==> src/rtl/fpmul_pkg.sv <==
// Shared FP32 field definitions and result/flag types for the multiplier output path.
package fpmul_pkg;

    localparam int SIGN_W   = 1;
    localparam int EXP_W    = 8;
    localparam int MAN_W    = 23;
    localparam int FP_W     = SIGN_W + EXP_W + MAN_W;
    localparam int EXP_BIAS = 127;

    typedef struct packed {
        logic overflow;
        logic underflow;
    } fpmul_flags_t;

    typedef struct packed {
        logic [FP_W-1:0] product;
        fpmul_flags_t    flags;
    } fpmul_result_t;

    localparam int RES_W = $bits(fpmul_result_t);

endpackage

==> src/rtl/fpmul_fifo.sv <==
// DEPTH-entry synchronous FIFO of packed multiplier results with valid/ready on both sides.
module fpmul_fifo
    import fpmul_pkg::*;
#(
    parameter int DEPTH = 2
) (
    input  logic             clk,
    input  logic             rst,
    input  logic             in_valid,
    output logic             in_ready,
    input  logic [RES_W-1:0] in_data,
    output logic             out_valid,
    input  logic             out_ready,
    output logic [RES_W-1:0] out_data,
    output logic             push,
    output logic             pop
);

    localparam int AW = (DEPTH > 1) ? $clog2(DEPTH) : 1;
    localparam int CW = $clog2(DEPTH + 1);

    logic [RES_W-1:0] mem [DEPTH];
    logic [AW-1:0]    wr_ptr, rd_ptr;
    logic [CW-1:0]    count;

    // Ready depends only on registered occupancy, never on out_ready.
    assign in_ready  = (count != CW'(DEPTH));
    assign out_valid = (count != '0);
    assign push      = in_valid && in_ready;
    assign pop       = out_valid && out_ready;
    assign out_data  = mem[rd_ptr];

    always_ff @(posedge clk or posedge rst) begin
        if (rst) begin
            wr_ptr <= '0;
            rd_ptr <= '0;
            count  <= '0;
            for (int i = 0; i < DEPTH; i++) mem[i] <= '0;
        end else begin
            if (push) begin
                mem[wr_ptr] <= in_data;
                wr_ptr      <= wr_ptr + AW'(1);
            end
            if (pop) rd_ptr <= rd_ptr + AW'(1);
            case ({push, pop})
                2'b10:   count <= count + CW'(1);
                2'b01:   count <= count - CW'(1);
                default: count <= count;
            endcase
        end
    end

endmodule

==> src/rtl/fpmul_out_stage.sv <==
// Registered output stage for the FP32 multiplier: result FIFO plus sticky exception flags and saturating counters.
module fpmul_out_stage
    import fpmul_pkg::*;
#(
    parameter int DEPTH = 2,
    parameter int CNT_W = 16
) (
    input  logic             clk,
    input  logic             rst,
    input  logic             in_valid,
    output logic             in_ready,
    input  logic [31:0]      in_product,
    input  logic             in_underflow,
    input  logic             in_overflow,
    output logic             out_valid,
    input  logic             out_ready,
    output logic [31:0]      out_product,
    output logic [1:0]       out_flags,
    input  logic             sticky_clr,
    output logic             sticky_of,
    output logic             sticky_uf,
    output logic [CNT_W-1:0] of_count,
    output logic [CNT_W-1:0] uf_count
);

    localparam logic [CNT_W-1:0] CNT_MAX = '1;

    fpmul_result_t in_res, out_res;
    logic          push, pop;
    logic          push_of, push_uf;

    assign in_res.product        = in_product;
    assign in_res.flags.overflow  = in_overflow;
    assign in_res.flags.underflow = in_underflow;

    fpmul_fifo #(.DEPTH(DEPTH)) u_fifo (
        .clk       (clk),
        .rst       (rst),
        .in_valid  (in_valid),
        .in_ready  (in_ready),
        .in_data   (in_res),
        .out_valid (out_valid),
        .out_ready (out_ready),
        .out_data  (out_res),
        .push      (push),
        .pop       (pop)
    );

    assign out_product = out_res.product;
    assign out_flags   = out_res.flags;

    assign push_of = push && in_overflow;
    assign push_uf = push && in_underflow;

    // A flagged push in the same cycle as a clear survives the clear.
    always_ff @(posedge clk or posedge rst) begin
        if (rst) begin
            sticky_of <= 1'b0;
            sticky_uf <= 1'b0;
            of_count  <= '0;
            uf_count  <= '0;
        end else begin
            if (push_of)         sticky_of <= 1'b1;
            else if (sticky_clr) sticky_of <= 1'b0;
            if (push_uf)         sticky_uf <= 1'b1;
            else if (sticky_clr) sticky_uf <= 1'b0;

            if (sticky_clr)                        of_count <= push_of ? CNT_W'(1) : '0;
            else if (push_of && of_count != CNT_MAX) of_count <= of_count + CNT_W'(1);
            if (sticky_clr)                        uf_count <= push_uf ? CNT_W'(1) : '0;
            else if (push_uf && uf_count != CNT_MAX) uf_count <= uf_count + CNT_W'(1);
        end
    end

endmodule

==> config.mk <==
export PLATFORM = sky130hd
export DESIGN_NAME = fpmul_out_stage
export DESIGN_NICKNAME = d
export VERILOG_FILES = /design/src/rtl/fpmul_pkg.sv /design/src/rtl/fpmul_fifo.sv /design/src/rtl/fpmul_out_stage.sv
export SDC_FILE = /design/constraint.sdc
export NUM_CORES = 1
export LEC_CHECK = 0
export BUFFER_PORTS_ARGS = -buffer_cell sky130_fd_sc_hd__buf_2
export CAP_MARGIN = 10
export CORE_ASPECT_RATIO = 1.5
export CORE_MARGIN = 1
export CORE_UTILIZATION = 30
export CTS_BUF_LIST = sky130_fd_sc_hd__clkbuf_8
export CTS_CLUSTER_SIZE = 40
export DETAILED_ROUTE_END_ITERATION = 12
export SLEW_MARGIN = 20
export SYNTH_ARGS = -nofsm -noshare
export SYNTH_HDL_FRONTEND = slang
export SYNTH_SLANG_ARGS = --single-unit
==> constraint.sdc <==
create_clock -name clk -period 4.4 [get_ports clk]
set_input_delay 1.32 -clock clk [delete_from_list [all_inputs] [get_ports clk]]
set_output_delay 1.32 -clock clk [all_outputs]
set_load 0.01 [all_outputs]
==> results_dict.tcl, run 1 <==
set metrics [dict create \
    core_mm2 0.0161 \
    synth_nets 429 \
    diodes 0 \
    crit_path_start_kind "flip-flop" \
    synth_flop_cell "dfrtp_1" \
    via_per_inst 4.84 \
    synth-seq-area-share_pct 53.7 \
    r2r_end "u_fifo.mem[47]" \
    grt.total_usage_pct 13.5 \
    post_cts_buffers 0 \
    synth_cell_types 43 \
    yosys.area_share.simple_pct 13.4 \
    synth-edff-count 0 \
    fin_crit_ns 3.22 \
    syn_to_final_growth_pct 19.3 \
    nFillCells 1648 \
    cts_root_buf "clkbuf_8" \
    r2r_slack_ns 2.21 \
    antenna_found_initial 0 \
    drive_above_1_share_pct 49.0 \
    synth_compound_area_share_pct 1.49 \
    crit_path_start "u_fifo.rd_ptr" \
    postCtsHoldBufs 0 \
    tns_ns 0 \
    hold_path.class "reg2reg" \
    cts_resized 0 \
    ys_ff_latch 106 \
    rsz0062_at_grt "no" \
    slew_headroom_pct 29.8 \
    cp_num_cells 2 \
    setup_violations 0 \
    finalNetCount 535 \
    clk_path_buf_depth 2 \
    design_area_mm2 0.00589 \
    synth_area_mm2 0.00494 \
    dpl.hpwl_um 7630 \
    cp-end-kind "primary output" \
    setup.worst_path.end "out_product[8]" \
    routed_wl_um 10900 \
    drt_iter0_drc 116 \
    cts_inserted_buffers 9 \
    critPathMaxStageDelay_ns 0.96 \
    synthCells 387 \
    placedCellCount 688 \
    reg2regPathDepth 5 \
    grt_start_max_net_pins 70 \
    multi_input_area_mm2 0.00219 \
    power.density_mw_per_mm2 609 \
    postRouteAntennaNets 0 \
    drv_cap 0 \
    critical_path_required_ns 3.08 \
    drt_pre_antenna_iters 5 \
    cts_tree "done" \
    htree_levels 3 \
    status "finished clean" \
    first_global_vias 3584 \
    layoutNonFillerInstCount 704 \
    io_buffers 108 \
    r2r-start "u_fifo.count[1]" \
    die_area_mm2 0.0170 \
    drv_slew 0 \
    start_util_pct 30.6 \
    arrival_ns 1.90 \
    crit_chain "mux2_2 -> buf_2" \
    clock-sinks 106 \
    wire_per_inst_um 15.5 \
    critical_path_class "reg2out" \
    critical_path.top_delay_family "flip-flops" \
    report.final.hold_viol_count 0 \
    synth_top_family_by_area "multiplexers" \
    worst_pin_slew_ns 1.05 \
    crit_buf_inv 1 \
    skew_ns 0.00753 \
    overflow 0 \
    min_period_over_period_pct 73.3 \
    register_area_mm2 0.00265 \
    clk_pin_slew_ns 0.10 \
    fmax_ghz 0.310 \
    post_synth_fa_ha_maj_area_fraction_pct 0.760 \
    crit_path_max_fanout 35 \
    drcViolationCount 0 \
    io_pins 109 \
    syn_avg_cell_area_um2 12.8 \
    fp.dieH_um 159 \
    die_x_um 107 \
    yosys_warnings 0 \
    async_flop_share_pct 100 \
    vias 3410 \
    leakagePower_nw 2.65 \
    placed_area_mm2 0.00568 \
    peakVddDrop_uv 228 \
    p_total_mw 3.59 \
    rows 57 \
    synth_xor_area_share_pct 5.14 \
    synth_mux_area_share_pct 23.6 \
    gp_congestion 0.920 \
    clock_latency_ns 0.36 \
    crit_slowest_cell "dfrtp_2" \
    grt_pass1_wl_um 18300 \
]
## per-layer routing
metal | GRT usage [%] | part of all wire [%] | wire (um) | vias to the layer above
met5 | 0 | 0 | 0 | -
met2 | 24.7 | 54 | 5930 | 88
met4 | 4.11 | 1.1 | 115 | 0
met3 | 2.95 | 3.9 | 421 | 8
li1 | - | - | - | 1581
met1 | 15.6 | 41 | 4450 | 1733
## cells in the final DEF, fill, tap and decap left out, types with 2 or more instances in the layout
| cell | n |
|---|---|
| buf_4 | 2 |
| inv_4 | 2 |
| nor3_1 | 6 |
| ha_1 | 3 |
| nand4_1 | 8 |
| clkbuf_8 | 10 |
| nor4_2 | 4 |
| and3_1 | 9 |
| o21ai_0 | 2 |
| inv_6 | 2 |
| dfrtp_1 | 105 |
| buf_2 | 108 |
| a21oi_1 | 4 |
| nand3_2 | 2 |
| nand3_1 | 16 |
| mux2_2 | 101 |
| a21o_1 | 2 |
| and4_1 | 4 |
| xor2_1 | 16 |
| xnor2_1 | 13 |
| and2_1 | 4 |
| nor4_1 | 5 |
| inv_1 | 3 |
| nor2_1 | 30 |
| nand2_1 | 14 |
## synthesized netlist by cell type, types with 2 or more instances
cell	n	area [um^2]
clkbuf_1	6	22.5
ha_1	3	37.5
inv_1	4	15.0
xor2_1	16	140
nor2_1	30	113
dfrtp_1	106	2650
mux2_2	101	1140
and3_1	9	56.3
a21o_1	2	15.0
buf_4	3	22.5
a21oi_1	4	20.0
nor3_1	6	30.0
xnor2_1	13	114
o21ai_0	2	10.0
nand3_1	16	80.1
and4_1	4	35.0
buf_2	4	20.0
nand2_1	14	52.6
nand4_1	8	50.1
nor4_2	4	50.1
and2_1	4	25.0
buf_1	2	7.51
nor4_1	5	31.3
nand3_2	2	20.0
## flip-flops by register name, summed over array words and instances, names as in the netlist
name,flops
u_fifo.mem,68
u_fifo.rd_ptr,1
uf_count,16
sticky_of,1
u_fifo.count,2
u_fifo.wr_ptr,1
of_count,16
sticky_uf,1
## layout make-up
class / instances / share of cell area, %
clock buffer: 10 / 2.34
clock inverter: 6 / 1.21
inverter: 5 / 0.403
multi-input combinational: 261 / 37.2
sequential: 106 / 45.0
tap: 206 / 4.37
timing repair buffer: 110 / 9.43
## through the flow
stage               hold slack [ns]  worst slack (ns)  utilization, %
finish                        0.492              1.18            36.6
global route                  0.525              1.01            36.6
CTS                           0.498              1.07            36.6
detailed placement            0.476              1.36            35.3
global placement              0.465              1.40            35.3
floorplan                     0.454             0.291               -
## worst register-to-register path: cells and delay by family (launching register included)
family                 cells  cell delay, ns
AND/OR/NAND/NOR            3            1.12
buffers and inverters      1            0.11
multiplexers               1            0.44
flip-flops                 1            0.41
## worst min path at each step
stage | start | endpoint | slack, ns | depth (start not counted)
2_1_floorplan | u_fifo.mem[58] | u_fifo.mem[58] | 0.45 | 1
3_3_place_gp | u_fifo.mem[58] | u_fifo.mem[58] | 0.47 | 1
3_5_place_dp | sticky_of | sticky_of | 0.48 | 1
4_1_cts | u_fifo.count[1] | u_fifo.count[1] | 0.50 | 1
5_1_grt | u_fifo.mem[25] | u_fifo.mem[25] | 0.53 | 1
6_report | sticky_of | sticky_of | 0.49 | 1
## cells by family after synthesis
group,count (synthesis)
compound gates,12
xor+xnor,29
fa+ha+maj,3
buf+inv,20
flops,106
mux,103
simple gates,114
## power by group
group	internal, mW	switching [mW]
logic	0.797	0.579
clock network	0.286	0.349
registers	1.33	0.251
Power figures use the tool's default switching activity.
==> inputs of run 2 (changes only) <==
--- a/config.mk
+++ b/config.mk
@@ -5,6 +5,7 @@
 export SDC_FILE = /design/constraint.sdc
 export NUM_CORES = 1
 export LEC_CHECK = 0
+export ABC_AREA = 1
 export BUFFER_PORTS_ARGS = -buffer_cell sky130_fd_sc_hd__buf_2
 export CAP_MARGIN = 10
 export CORE_ASPECT_RATIO = 1.5
==> constraint.sdc (replaced) <==
create_clock -name clk -period 3.2 [get_ports clk]
set_input_delay 0.96 -clock clk [delete_from_list [all_inputs] [get_ports clk]]
set_output_delay 0.96 -clock clk [all_outputs]
set_load 0.01 [all_outputs]
==> results_dict.tcl, run 2 <==
set metrics [dict create \
    status "finished clean" \
    top_regs "u_fifo.mem x68, of_count x16, uf_count x16" \
    routed_wl_um 12200 \
    p_int_mw 2.88 \
    clock-sinks 106 \
    report.final.hold_viol_count 0 \
    synth_flop_cell "dfrtp_1" \
    syn_to_final_growth_pct 17.7 \
    yosys.area.top_type "dfrtp_1" \
    regMostFlops "u_fifo.mem" \
    die_x_um 111 \
    synth_top_area_share_pct 49.7 \
    start_util_pct 30.8 \
    dpl_worst_slack_ns 0.866 \
    synth_area_mm2 0.00534 \
    fp.dieH_um 165 \
    met3_usage_pct 2.19 \
    ys_ff_latch 106 \
    nFillCells 1832 \
    htree_levels 3 \
    p_clk_share_pct 17.6 \
    dpl.hpwl_um 8750 \
    skew_ns 0.0186 \
    hold_path.class "reg2reg" \
    crit_path_start_kind "flip-flop" \
    antenna_found_initial 0 \
    critPathMaxStageDelay_ns 0.64 \
    finalNetCount 792 \
    overflow 0 \
    cts_root_buf "clkbuf_8" \
    crit_path_max_fanout 28 \
    die_area_mm2 0.0183 \
    first_global_vias 4378 \
    io_pins 109 \
    postRouteAntennaNets 0 \
    crit_slowest_cell "dfrtp_2" \
    setup_violations 0 \
    grt.met2_usage_pct 26.4 \
    fin_crit_ns 2.73 \
    vias 4385 \
    power.density_mw_per_mm2 744 \
    worst_pin_slew_ns 0.615 \
    min_period_over_period_pct 85.4 \
    grt_start_max_net_pins 94 \
    tns_ns 0 \
    clk_pin_slew_ns 0.12 \
    cp-end-kind "primary output" \
    cts_tree "done" \
    crit_chain "buf_4 -> nand2_1 -> o21ai_0 -> buf_2" \
    fmax_ghz 0.366 \
    rsz0062_at_grt "no" \
    register_area_mm2 0.00265 \
    synth-edff-count 0 \
    setup_ws_ns 0.466 \
    final_common_cell "nand2_1" \
    synthCells 647 \
    pwr-share-comb_pct 38.4 \
    slew_headroom_pct 59.0 \
    clock_latency_ns 0.39 \
    io_buffers 108 \
    postCtsHoldBufs 0 \
    post_cts_buffers 0 \
    multi_input_area_mm2 0.00226 \
    ys_top_cells_by_area "dfrtp_1 (50%), nand2_1 (15%), o21ai_0 (7.3%), mux2_2 (6.3%), inv_1 (5.6%)" \
    layout_common_cells "nand2_1 (210), buf_2 (108), dfrtp_1 (105), inv_1 (80), o21ai_0 (78)" \
    drv_slew 0 \
    arrival_ns 1.77 \
    largest_register_ffs 68 \
    p_seq_share_pct 44.0 \
    syn_avg_cell_area_um2 8.25 \
    wire_per_inst_um 12.6 \
    core_mm2 0.0173 \
    async_flop_share_pct 100 \
    gp_congestion 0.802 \
    synth_cell_types 25 \
    grt_use_met1_pct 15.4 \
    critical_path_required_ns 2.24 \
    clk_path_buf_depth 2 \
    synth_nets 689 \
    p_sw_mw 1.79 \
    drcViolationCount 0 \
    drv_cap 0 \
    cts_resized 0 \
    drt_iter0_drc 165 \
    leakagePower_nw 3.20 \
    rows 59 \
    diodes 0 \
    synthTopCellsByCount "nand2_1 (210), dfrtp_1 (106), inv_1 (80)" \
    yosys_warnings 0 \
    grt-busiest-layer "met2" \
    drive_above_1_share_pct 24.0 \
    grt_pass1_wl_um 20500 \
    grt.total_usage_pct 14.1 \
    cts_inserted_buffers 9 \
    p_sw_share_pct 38.3 \
    peakVddDrop_uv 593 \
    critical_path_class "reg2out" \
    via_per_inst 4.53 \
    synth_most_common_cell "nand2_1" \
    drt_pre_antenna_iters 4 \
    synth-seq-area-share_pct 49.7 \
]
==> run 2: cell types whose count changed in the layout (fill, tap and decap cells not counted), sizes merged, moves of 6 or more <==
| cell | before | now |
|---|---|---|
| and3 | 9 | 0 |
| inv | 8 | 85 |
| mux2 | 103 | 34 |
| nand2 | 15 | 214 |
| nand3 | 18 | 30 |
| nor2 | 31 | 47 |
| nor3 | 7 | 0 |
| nor4 | 9 | 0 |
| o21ai | 2 | 79 |
| xnor2 | 13 | 3 |
| xor2 | 16 | 10 |
==> run 2: per-layer routing <==
metal  part of all wire [%]  vias to the layer above
li1                       -                     2233
met1                     41                     2054
met2                     53                       77
met3                    3.3                       21
met4                    2.5                        0
met5                      0                        -
==> run 2: path summary, 6_finish.rpt <==
| check | cells after the start | end | slack (ns) | start |
|---|---|---|---|---|
| setup / recovery | 4 | out_product[20] | 0.47 | u_fifo.rd_ptr |
| max in group asynchronous | 3 | u_fifo.rd_ptr | 1.85 | rst |
| hold / removal | 2 | sticky_of | 0.49 | sticky_of |
| hold reg to reg | 2 | sticky_of | 0.49 | sticky_of |
| min in group asynchronous | 2 | u_fifo.mem[24] | 0.53 | rst |
| setup reg to reg | 9 | of_count[13] | 1.45 | of_count[0] |
==> run 2: final cells by class <==
cell class | count | share of cell area (%)
Inverter | 83 | 5.02
Multi-Input combinational cell | 436 | 36.0
Clock inverter | 7 | 1.06
Clock buffer | 9 | 1.97
Tap cell | 213 | 4.24
Timing Repair Buffer | 114 | 9.52
Sequential cell | 106 | 42.2
==> run 2: cells by family after synthesis <==
logic type / count (synthesis) / synth area share (%)
and+or+nand+nor: 300 / 24.0
DFF: 106 / 49.7
buffers and inverters: 105 / 8.06
AOI/OAI and AO/OA: 86 / 8.20
muxes: 34 / 7.17
xor gates and xnor gates: 13 / 2.13
adders and majority gates: 3 / 0.703
==> run 2: per-stage QoR <==
stage                     power, mW  std cells  instance area [um^2]  hold slack, ns  util (%)
after floorplan                3.28        647                  5340           0.458         -
after global placement         3.87        952                  6090           0.466      35.1
after detailed placement       3.93        952                  6090           0.472      35.1
after CTS                      4.77        968                  6280           0.496      36.2
after global routing           5.09        968                  6280           0.517      36.2
final                          4.68        968                  6280           0.486      36.2
==> run 2: power groups by stage <==
stage / logic (mW) / registers, mW / clock network, mW
after global routing: 2.05 / 2.13 / 0.908
after detailed placement: 1.84 / 2.09 / 0
after floorplan: 1.29 / 2.00 / 0
after global placement: 1.80 / 2.08 / 0
final: 1.80 / 2.06 / 0.821
after CTS: 1.84 / 2.06 / 0.867
==> run 2: critical path: cells and delay by family (launching register included) <==
kind            cells  cell delay (ns)
compound gates      1             0.12
buf+inv             2             0.54
flops               1             0.64
simple gates        1             0.08
